<file path="src/rtl/clk_tick_gen_if.sv">
// Control/status bundle for the multi-channel tick generator.
// Latency: none (wires only); every output it carries is a registered output of the generator.
// Backpressure: none, the outputs are free-running and are valid every cycle.
// Ports (by modport):
//   master : drives ch_en, sync_clr, div_load, div_sel, div_value; observes tick, clk_out, scan_ctl
//   slave  : the generator side, the same signals in the opposite direction
interface clk_tick_gen_if #(
  parameter int NUM_CH = 4,
  parameter int CNT_W  = 27,
  parameter int SCAN_W = 2
);
  // A one-channel build still needs a real select bit.
  localparam int SEL_W = (NUM_CH > 1) ? $clog2(NUM_CH) : 1;

  logic [NUM_CH-1:0] ch_en;      // per-channel enable
  logic              sync_clr;   // phase-align every channel
  logic              div_load;   // one-cycle divisor write strobe
  logic [SEL_W-1:0]  div_sel;    // channel targeted by div_load
  logic [CNT_W-1:0]  div_value;  // new tick period in clk cycles (0 = stop)
  logic [NUM_CH-1:0] tick;       // one-cycle pulse at terminal count
  logic [NUM_CH-1:0] clk_out;    // square wave, toggles on every tick
  logic [SCAN_W-1:0] scan_ctl;   // display digit-scan select

  modport master (
    output ch_en, sync_clr, div_load, div_sel, div_value,
    input  tick, clk_out, scan_ctl
  );

  modport slave (
    input  ch_en, sync_clr, div_load, div_sel, div_value,
    output tick, clk_out, scan_ctl
  );
endinterface

</file>
<file path="src/rtl/clk_tick_gen.sv">
// Multi-channel programmable clock-enable / square-wave generator with a display scan counter.
// Latency: tick/clk_out/scan_ctl are registered; a channel's first tick lands D edges after
//          reset release, re-enable or sync_clr. Backpressure: none, outputs are free-running.
// Ports:
//   clk    : system (crystal) clock
//   rst_n  : asynchronous active-low reset for every flop
//   bus    : clk_tick_gen_if.slave -- ch_en, sync_clr, div_load/div_sel/div_value in;
//            tick, clk_out, scan_ctl out
module clk_tick_gen #(
  parameter int NUM_CH   = 4,
  parameter int CNT_W    = 27,
  parameter int DEF_DIV  = 25000,
  parameter int SCAN_W   = 2,
  parameter int SCAN_DIV = 100000
) (
  input  logic          clk,
  input  logic          rst_n,
  clk_tick_gen_if.slave bus
);

  // SCAN_DIV = 1 would give a zero-width counter, keep at least one bit.
  localparam int               SC_W      = (SCAN_DIV > 1) ? $clog2(SCAN_DIV) : 1;
  localparam logic [CNT_W-1:0] DIV_RST   = CNT_W'(DEF_DIV);
  localparam logic [CNT_W-1:0] CNT_ONE   = CNT_W'(1);
  localparam logic [SC_W-1:0]  SCAN_LAST = SC_W'(SCAN_DIV - 1);

  // ---------------------------------------------------------------------------
  // State
  // ---------------------------------------------------------------------------
  logic [CNT_W-1:0]  cnt_q  [NUM_CH];
  logic [CNT_W-1:0]  cnt_d  [NUM_CH];
  logic [CNT_W-1:0]  div_q  [NUM_CH];   // divisor in use
  logic [CNT_W-1:0]  div_d  [NUM_CH];
  logic [CNT_W-1:0]  pend_q [NUM_CH];   // divisor waiting for a safe switch point
  logic [CNT_W-1:0]  pend_d [NUM_CH];
  logic [NUM_CH-1:0] pend_vld_q, pend_vld_d;
  logic [NUM_CH-1:0] tick_q, tick_d;
  logic [NUM_CH-1:0] clk_out_q, clk_out_d;
  logic [SC_W-1:0]   scan_cnt_q, scan_cnt_d;
  logic [SCAN_W-1:0] scan_ctl_q, scan_ctl_d;

  // Per-channel decode of the current cycle
  logic [NUM_CH-1:0] load_hit;   // div_load addresses this channel
  logic [NUM_CH-1:0] term_hit;   // running and at the last count of the period
  logic [NUM_CH-1:0] idle;       // disabled or stopped (div = 0)

  always_comb begin
    load_hit = '0;
    term_hit = '0;
    idle     = '0;
    for (int i = 0; i < NUM_CH; i++) begin
      // An out-of-range div_sel matches no channel, so the write is dropped.
      load_hit[i] = bus.div_load && (int'(bus.div_sel) == i);
      idle[i]     = !bus.ch_en[i] || (div_q[i] == '0);
      term_hit[i] = (div_q[i] != '0) && (cnt_q[i] == div_q[i] - CNT_ONE);
    end
  end

  // ---------------------------------------------------------------------------
  // Divider channels
  // ---------------------------------------------------------------------------
  always_comb begin
    cnt_d      = cnt_q;
    div_d      = div_q;
    pend_d     = pend_q;
    pend_vld_d = pend_vld_q;
    tick_d     = '0;
    clk_out_d  = clk_out_q;

    for (int i = 0; i < NUM_CH; i++) begin
      if (bus.sync_clr) begin
        // Phase-align: everything restarts from zero. A divisor written in the
        // same cycle is taken straight into use so the aligned period already
        // runs at the new rate; otherwise any queued divisor is committed.
        cnt_d[i]     = '0;
        clk_out_d[i] = 1'b0;
        if (load_hit[i]) begin
          div_d[i]  = bus.div_value;
          pend_d[i] = bus.div_value;
        end else if (pend_vld_q[i]) begin
          div_d[i] = pend_q[i];
        end
        pend_vld_d[i] = 1'b0;
      end else begin
        if (idle[i]) begin
          // Nothing is mid-period, so a queued divisor can switch in now.
          cnt_d[i] = '0;
          if (!bus.ch_en[i]) begin
            clk_out_d[i] = 1'b0;
          end
          if (pend_vld_q[i]) begin
            div_d[i]      = pend_q[i];
            pend_vld_d[i] = 1'b0;
          end
        end else if (term_hit[i]) begin
          // End of period: the only glitch-free point to change the divisor.
          tick_d[i]    = 1'b1;
          clk_out_d[i] = ~clk_out_q[i];
          cnt_d[i]     = '0;
          if (pend_vld_q[i]) begin
            div_d[i]      = pend_q[i];
            pend_vld_d[i] = 1'b0;
          end
        end else begin
          cnt_d[i] = cnt_q[i] + CNT_ONE;
        end

        // Applied after the commit above: a write landing on a terminal count
        // stays queued for the next one, and a newer write replaces an older one.
        if (load_hit[i]) begin
          pend_d[i]     = bus.div_value;
          pend_vld_d[i] = 1'b1;
        end
      end
    end
  end

  // ---------------------------------------------------------------------------
  // Display scan counter: free-running, independent of ch_en and sync_clr
  // ---------------------------------------------------------------------------
  always_comb begin
    scan_cnt_d = scan_cnt_q + SC_W'(1);
    scan_ctl_d = scan_ctl_q;
    if (scan_cnt_q == SCAN_LAST) begin
      scan_cnt_d = '0;
      scan_ctl_d = scan_ctl_q + SCAN_W'(1);   // wraps naturally at 2^SCAN_W
    end
  end

  // ---------------------------------------------------------------------------
  // Registers
  // ---------------------------------------------------------------------------
  always_ff @(posedge clk or negedge rst_n) begin
    if (!rst_n) begin
      for (int i = 0; i < NUM_CH; i++) begin
        cnt_q[i]  <= '0;
        div_q[i]  <= DIV_RST;
        pend_q[i] <= DIV_RST;
      end
      pend_vld_q <= '0;
      tick_q     <= '0;
      clk_out_q  <= '0;
      scan_cnt_q <= '0;
      scan_ctl_q <= '0;
    end else begin
      cnt_q      <= cnt_d;
      div_q      <= div_d;
      pend_q     <= pend_d;
      pend_vld_q <= pend_vld_d;
      tick_q     <= tick_d;
      clk_out_q  <= clk_out_d;
      scan_cnt_q <= scan_cnt_d;
      scan_ctl_q <= scan_ctl_d;
    end
  end

  assign bus.tick     = tick_q;
  assign bus.clk_out  = clk_out_q;
  assign bus.scan_ctl = scan_ctl_q;

endmodule
</file>
<file path="src/flat_wrapper.sv">
// flat-port wrapper written by rule: the top's interface ports become plain ports
module clk_tick_gen_flat 
#(
  parameter int NUM_CH   = 4,
  parameter int CNT_W    = 27,
  parameter int DEF_DIV  = 25000,
  parameter int SCAN_W   = 2,
  parameter int SCAN_DIV = 100000
)
  (clk, rst_n, bus_ch_en, bus_sync_clr, bus_div_load, bus_div_sel, bus_div_value, bus_tick, bus_clk_out, bus_scan_ctl);
  clk_tick_gen_if #(.NUM_CH(NUM_CH), .CNT_W(CNT_W), .SCAN_W(SCAN_W)) bus_i ();
  input  logic clk;
  input  logic rst_n;
  input wire logic [$bits(bus_i.ch_en)-1:0] bus_ch_en;
  input wire logic [$bits(bus_i.sync_clr)-1:0] bus_sync_clr;
  input wire logic [$bits(bus_i.div_load)-1:0] bus_div_load;
  input wire logic [$bits(bus_i.div_sel)-1:0] bus_div_sel;
  input wire logic [$bits(bus_i.div_value)-1:0] bus_div_value;
  output wire logic [$bits(bus_i.tick)-1:0] bus_tick;
  output wire logic [$bits(bus_i.clk_out)-1:0] bus_clk_out;
  output wire logic [$bits(bus_i.scan_ctl)-1:0] bus_scan_ctl;
  assign bus_i.ch_en = bus_ch_en;
  assign bus_i.sync_clr = bus_sync_clr;
  assign bus_i.div_load = bus_div_load;
  assign bus_i.div_sel = bus_div_sel;
  assign bus_i.div_value = bus_div_value;
  assign bus_tick = bus_i.tick;
  assign bus_clk_out = bus_i.clk_out;
  assign bus_scan_ctl = bus_i.scan_ctl;
  clk_tick_gen #(.NUM_CH(NUM_CH), .CNT_W(CNT_W), .DEF_DIV(DEF_DIV), .SCAN_W(SCAN_W), .SCAN_DIV(SCAN_DIV)) u_core (.clk(clk), .rst_n(rst_n), .bus(bus_i));
endmodule
</file>
<file path="config.mk">
export PLATFORM = sky130hd
export DESIGN_NAME = clk_tick_gen_flat
export DESIGN_NICKNAME = d
export VERILOG_FILES = /design/src/rtl/clk_tick_gen_if.sv /design/src/rtl/clk_tick_gen.sv /design/src/flat_wrapper.sv
export SDC_FILE = /design/constraint.sdc
export NUM_CORES = 1
export LEC_CHECK = 0
export ABC_AREA = 1
export CORE_ASPECT_RATIO = 0.75
export CORE_MARGIN = 8
export CORE_UTILIZATION = 37
export CTS_CLUSTER_DIAMETER = 60
export DETAILED_ROUTE_END_ITERATION = 12
export GPL_TIMING_DRIVEN = 0
export HOLD_SLACK_MARGIN = 0.03
export PLACE_DENSITY = 0.56
export SETUP_SLACK_MARGIN = 0.05
export SLEW_MARGIN = 5
export SYNTH_ARGS = -nofsm -noshare
export SYNTH_HDL_FRONTEND = slang
export SYNTH_SLANG_ARGS = --single-unit
</file>
<file path="constraint.sdc">
create_clock -name clk -period 2.6 [get_ports clk]
set_input_delay 0.78 -clock clk [delete_from_list [all_inputs] [get_ports clk]]
set_output_delay 0.78 -clock clk [all_outputs]
set_load 0.005 [all_outputs]
</file>
==> impl_results.md <==
* Clk pin slew, worst setup/hold paths at 0.07 ns
* Final worst-path cycle share at 97.7%
* Final count of hold timing violations at 0
* Routed len/inst at 17.1 um
* Synthesis-to-layout area growth at 22.5%
* PwrDens at 731 nW/um2
* Number of placement rows at 78
* DR vias at 21.4k
* Clk buf depth at 3
* Post-synth cell types at 50
* First-pass GRT wire length at 112000 um
* Worst-skew pair later-pin latency at 0.60 ns
* Met3 global-route usage at 3.77%
* Setup crit end kind: flop
* Share of the synthesized area in the top cell type at 33.9%
* Synthesized flop and latch total at 355
* Final Util at 45.9%
* Clock Sinks at 355
* GRT Resource Usage Total at 20.0%
* Worst EP required at 3.11 ns
* Final #Nets at 3446
* CP peak stage delay at 0.39 ns
* Layout Cells excl Fill at 4229
* First-pass DRT Iterations at 6
* Hold-fix buffers, CTS at 0
* RSZ-0062 raised after global routing: true
* Critical-path top delay cell: dfrtp_1
* Prevailing post-synth register cell: dfrtp_1
* Total grt overflow at 0
* Setup tns final at 0 ns
* Via density at 5.07
* # setup viols final at 0
* Final instance area at 27800 um2
* Final estimated routing congestion in global placement at 0.889
* Largest area contributor in the netlist: dfrtp_1
* Most common cell on crit path: nand2_2
* Max Cap Viol at 0
* Fillcell total at 6212
* Final wirelength at 72500 um
* Cell Chain, Critical Path: inv_2 -> ha_4 -> nand3_4 -> nor2_4 -> buf_6 -> nand2_2 -> nand2_2 -> nand2_1 -> inv_1 -> nand2_1 -> nor2_1 -> nand2_1 -> nor2_1 -> nand2_2 -> buf_6 -> nand3_4 -> buf_8 -> nand2_2 -> o21ai_1
* Register area share after synthesis at 39.5%
* EDFF count, synth at 0
* Setup Crit Path Kind: flop to flop
* Synth top area cells: dfrtp_1 (34%), nand2_1 (15%), o21ai_0 (6.6%)
* Layout cells sized above 1 at 16.3%
* Critical Path AT at 3.05 ns
* Die Ht at 230 um
* Outcome: complete, no violations
* Period minus WS final at 2.54 ns
* Routing usage on met1 at 30.8%
* Met2 GRT Util at 28.3%
* Initial core utilization at 37.5%
* CP startpoint kind: flop
* Clk_skew at 0.0145 ns
* Max-slew headroom at 57.5%
* Inst Count DP at 4073
* Hold WS at 0.149 ns
* Commonest cells after routing, fill and taps aside: nand2_1 (858), inv_1 (358), nor2_1 (310)
* Initial drt markers at 1803
* Initial antenna violation count at 2
* Post-synthesis cell count at 3225
* Ys Warns at 0
* Peak Freq at 394 MHz
* CTS Buf Count at 41
* Worst Path Max Fanout at 7
* Clk root buf: clkbuf_16
* Post-synthesis instance area at 22700 um2
* CTS tree: built
* Leak Pwr at 12.7 nW
* Post-Syn Nets at 3275
* Asr flop ratio synth at 100%
* Die Area at 69500 um2
* Pin count of the biggest net entering global routing at 112
* Htree depth at 2
* I/O Pins at 47
* Commonest non-fill, non-tap cell in the layout: nand2_1
* Die width at 302 um
* N_diodes at 0
* Core area at 60500 um2
* Antenna Nets Post-Route at 0
* Global route hottest layer: met1
* DRC Markers at 0
* Hpwl dp at 52700 um
* Hold Crit Class: input pin to async pin
* Max-slew violations at 0
* Max VDD drop at 508 uV
* Worst slew pin tran at 0.638 ns
* Syn Area/Cell at 7.03 um2
* PortBufs at 45
* Vias in the first global route at 20.0k
* Placed cell areas at 24200 um2
critical path: cells and delay by family (launching register included):
kind                     cells  cell delay [ns]
adder cells (fa/ha/maj)      1             0.19
AND/OR/NAND/NOR             12             1.18
buffers and inverters        5             0.62
flip-flops                   1             0.39
AO/OA/AOI/OAI                1             0.08
registers in the layout (all words and copies together), names as in the netlist:
name                 count
u_core.bus.clk_out       4
u_core.scan_cnt_q       17
u_core.pend_q          108
u_core.bus.tick          4
u_core.bus.scan_ctl      2
u_core.div_q           108
u_core.pend_vld_q        4
u_core.cnt_q           108
Yosys cell counts, drive strengths merged (3+ instances only):
cell and count:
o21bai 6, nand2 919, nor4 9, or2 14
clkbuf 68, o21ai 356, and2 3, buf 44
nand4 54, nor3 61, nor2 415, nand3b 16
inv 378, xor2 144, xnor2 39, dfstp 48
dfrtp 307, nor3b 9, a21oi 20, ha 13
mux2 13, clkinv 4, nand3 223, o211ai 48
layer usage:
metal	share of wire (%)	wire (um)	vias up
met5	0	0	-
met4	2.3	1700	0
met3	6.8	4910	102
met2	41	29400	546
met1	50	36400	10200
li1	-	-	10600
what timing repair did:
item / 4_1_cts / 5_1_grt
setup endpoints to repair: 243 / 224
pin swaps: 4 / 74
setup buffers: 3 / 64
resized for setup: 48 / 314
cloned: 2 / 11
final timing paths:
path                                             start                      to  slack [ns]  cells after the start
worst min-delay path                             rst_n        u_core.div_q[80]        0.15                      1
min in group clk                u_core.bus.scan_ctl[1]  u_core.bus.scan_ctl[1]        0.47                      1
max in group asynchronous                        rst_n         u_core.div_q[4]        1.09                      3
worst min register to register  u_core.bus.scan_ctl[1]  u_core.bus.scan_ctl[1]        0.47                      1
worst max-delay path                  u_core.div_q[81]       u_core.div_q[103]        0.06                     19
worst max register to register        u_core.div_q[81]       u_core.div_q[103]        0.06                     19
power breakdown:
group / switching, mW / internal (mW) / total (mW)
sequential: 0.962 / 6.34 / 7.30
clock: 2.56 / 3.79 / 6.35
combinational: 4.10 / 2.56 / 6.66
final cells by class:
class / instances / area [um2] / share of cell area [%]
buffer: 112 / 746 / 2.69
clock buffer: 60 / 1230 / 4.43
clock inverter: 16 / 236 / 0.852
inverter: 382 / 1440 / 5.18
multi-input combinational: 2378 / 12800 / 46.0
sequential: 355 / 8980 / 32.3
tap: 800 / 1000 / 3.60
timing repair buffer: 126 / 1370 / 4.92
logic make-up after synthesis:
logic type	count (synthesis)	synth area share (%)
AND/OR/NAND/NOR	1726	32.7
AO/OA/AOI/OAI	439	10.4
flip-flops	355	39.5
adder cells (fa/ha/maj)	13	0.718
multiplexers	13	0.646
buffers and inverters	494	8.85
XOR/XNOR	185	7.27
through the flow:
step | power [mW] | setup slack (ns)
final | 20.3 | 0.0607
after detailed placement | 12.8 | -1.18
after global placement | 12.7 | -15.81
after CTS | 19.3 | 0.0368
after global routing | 21.6 | -0.0735
after floorplan | 11.1 | 0.394
No activity file was read; power rests on OpenSTA's default activity.
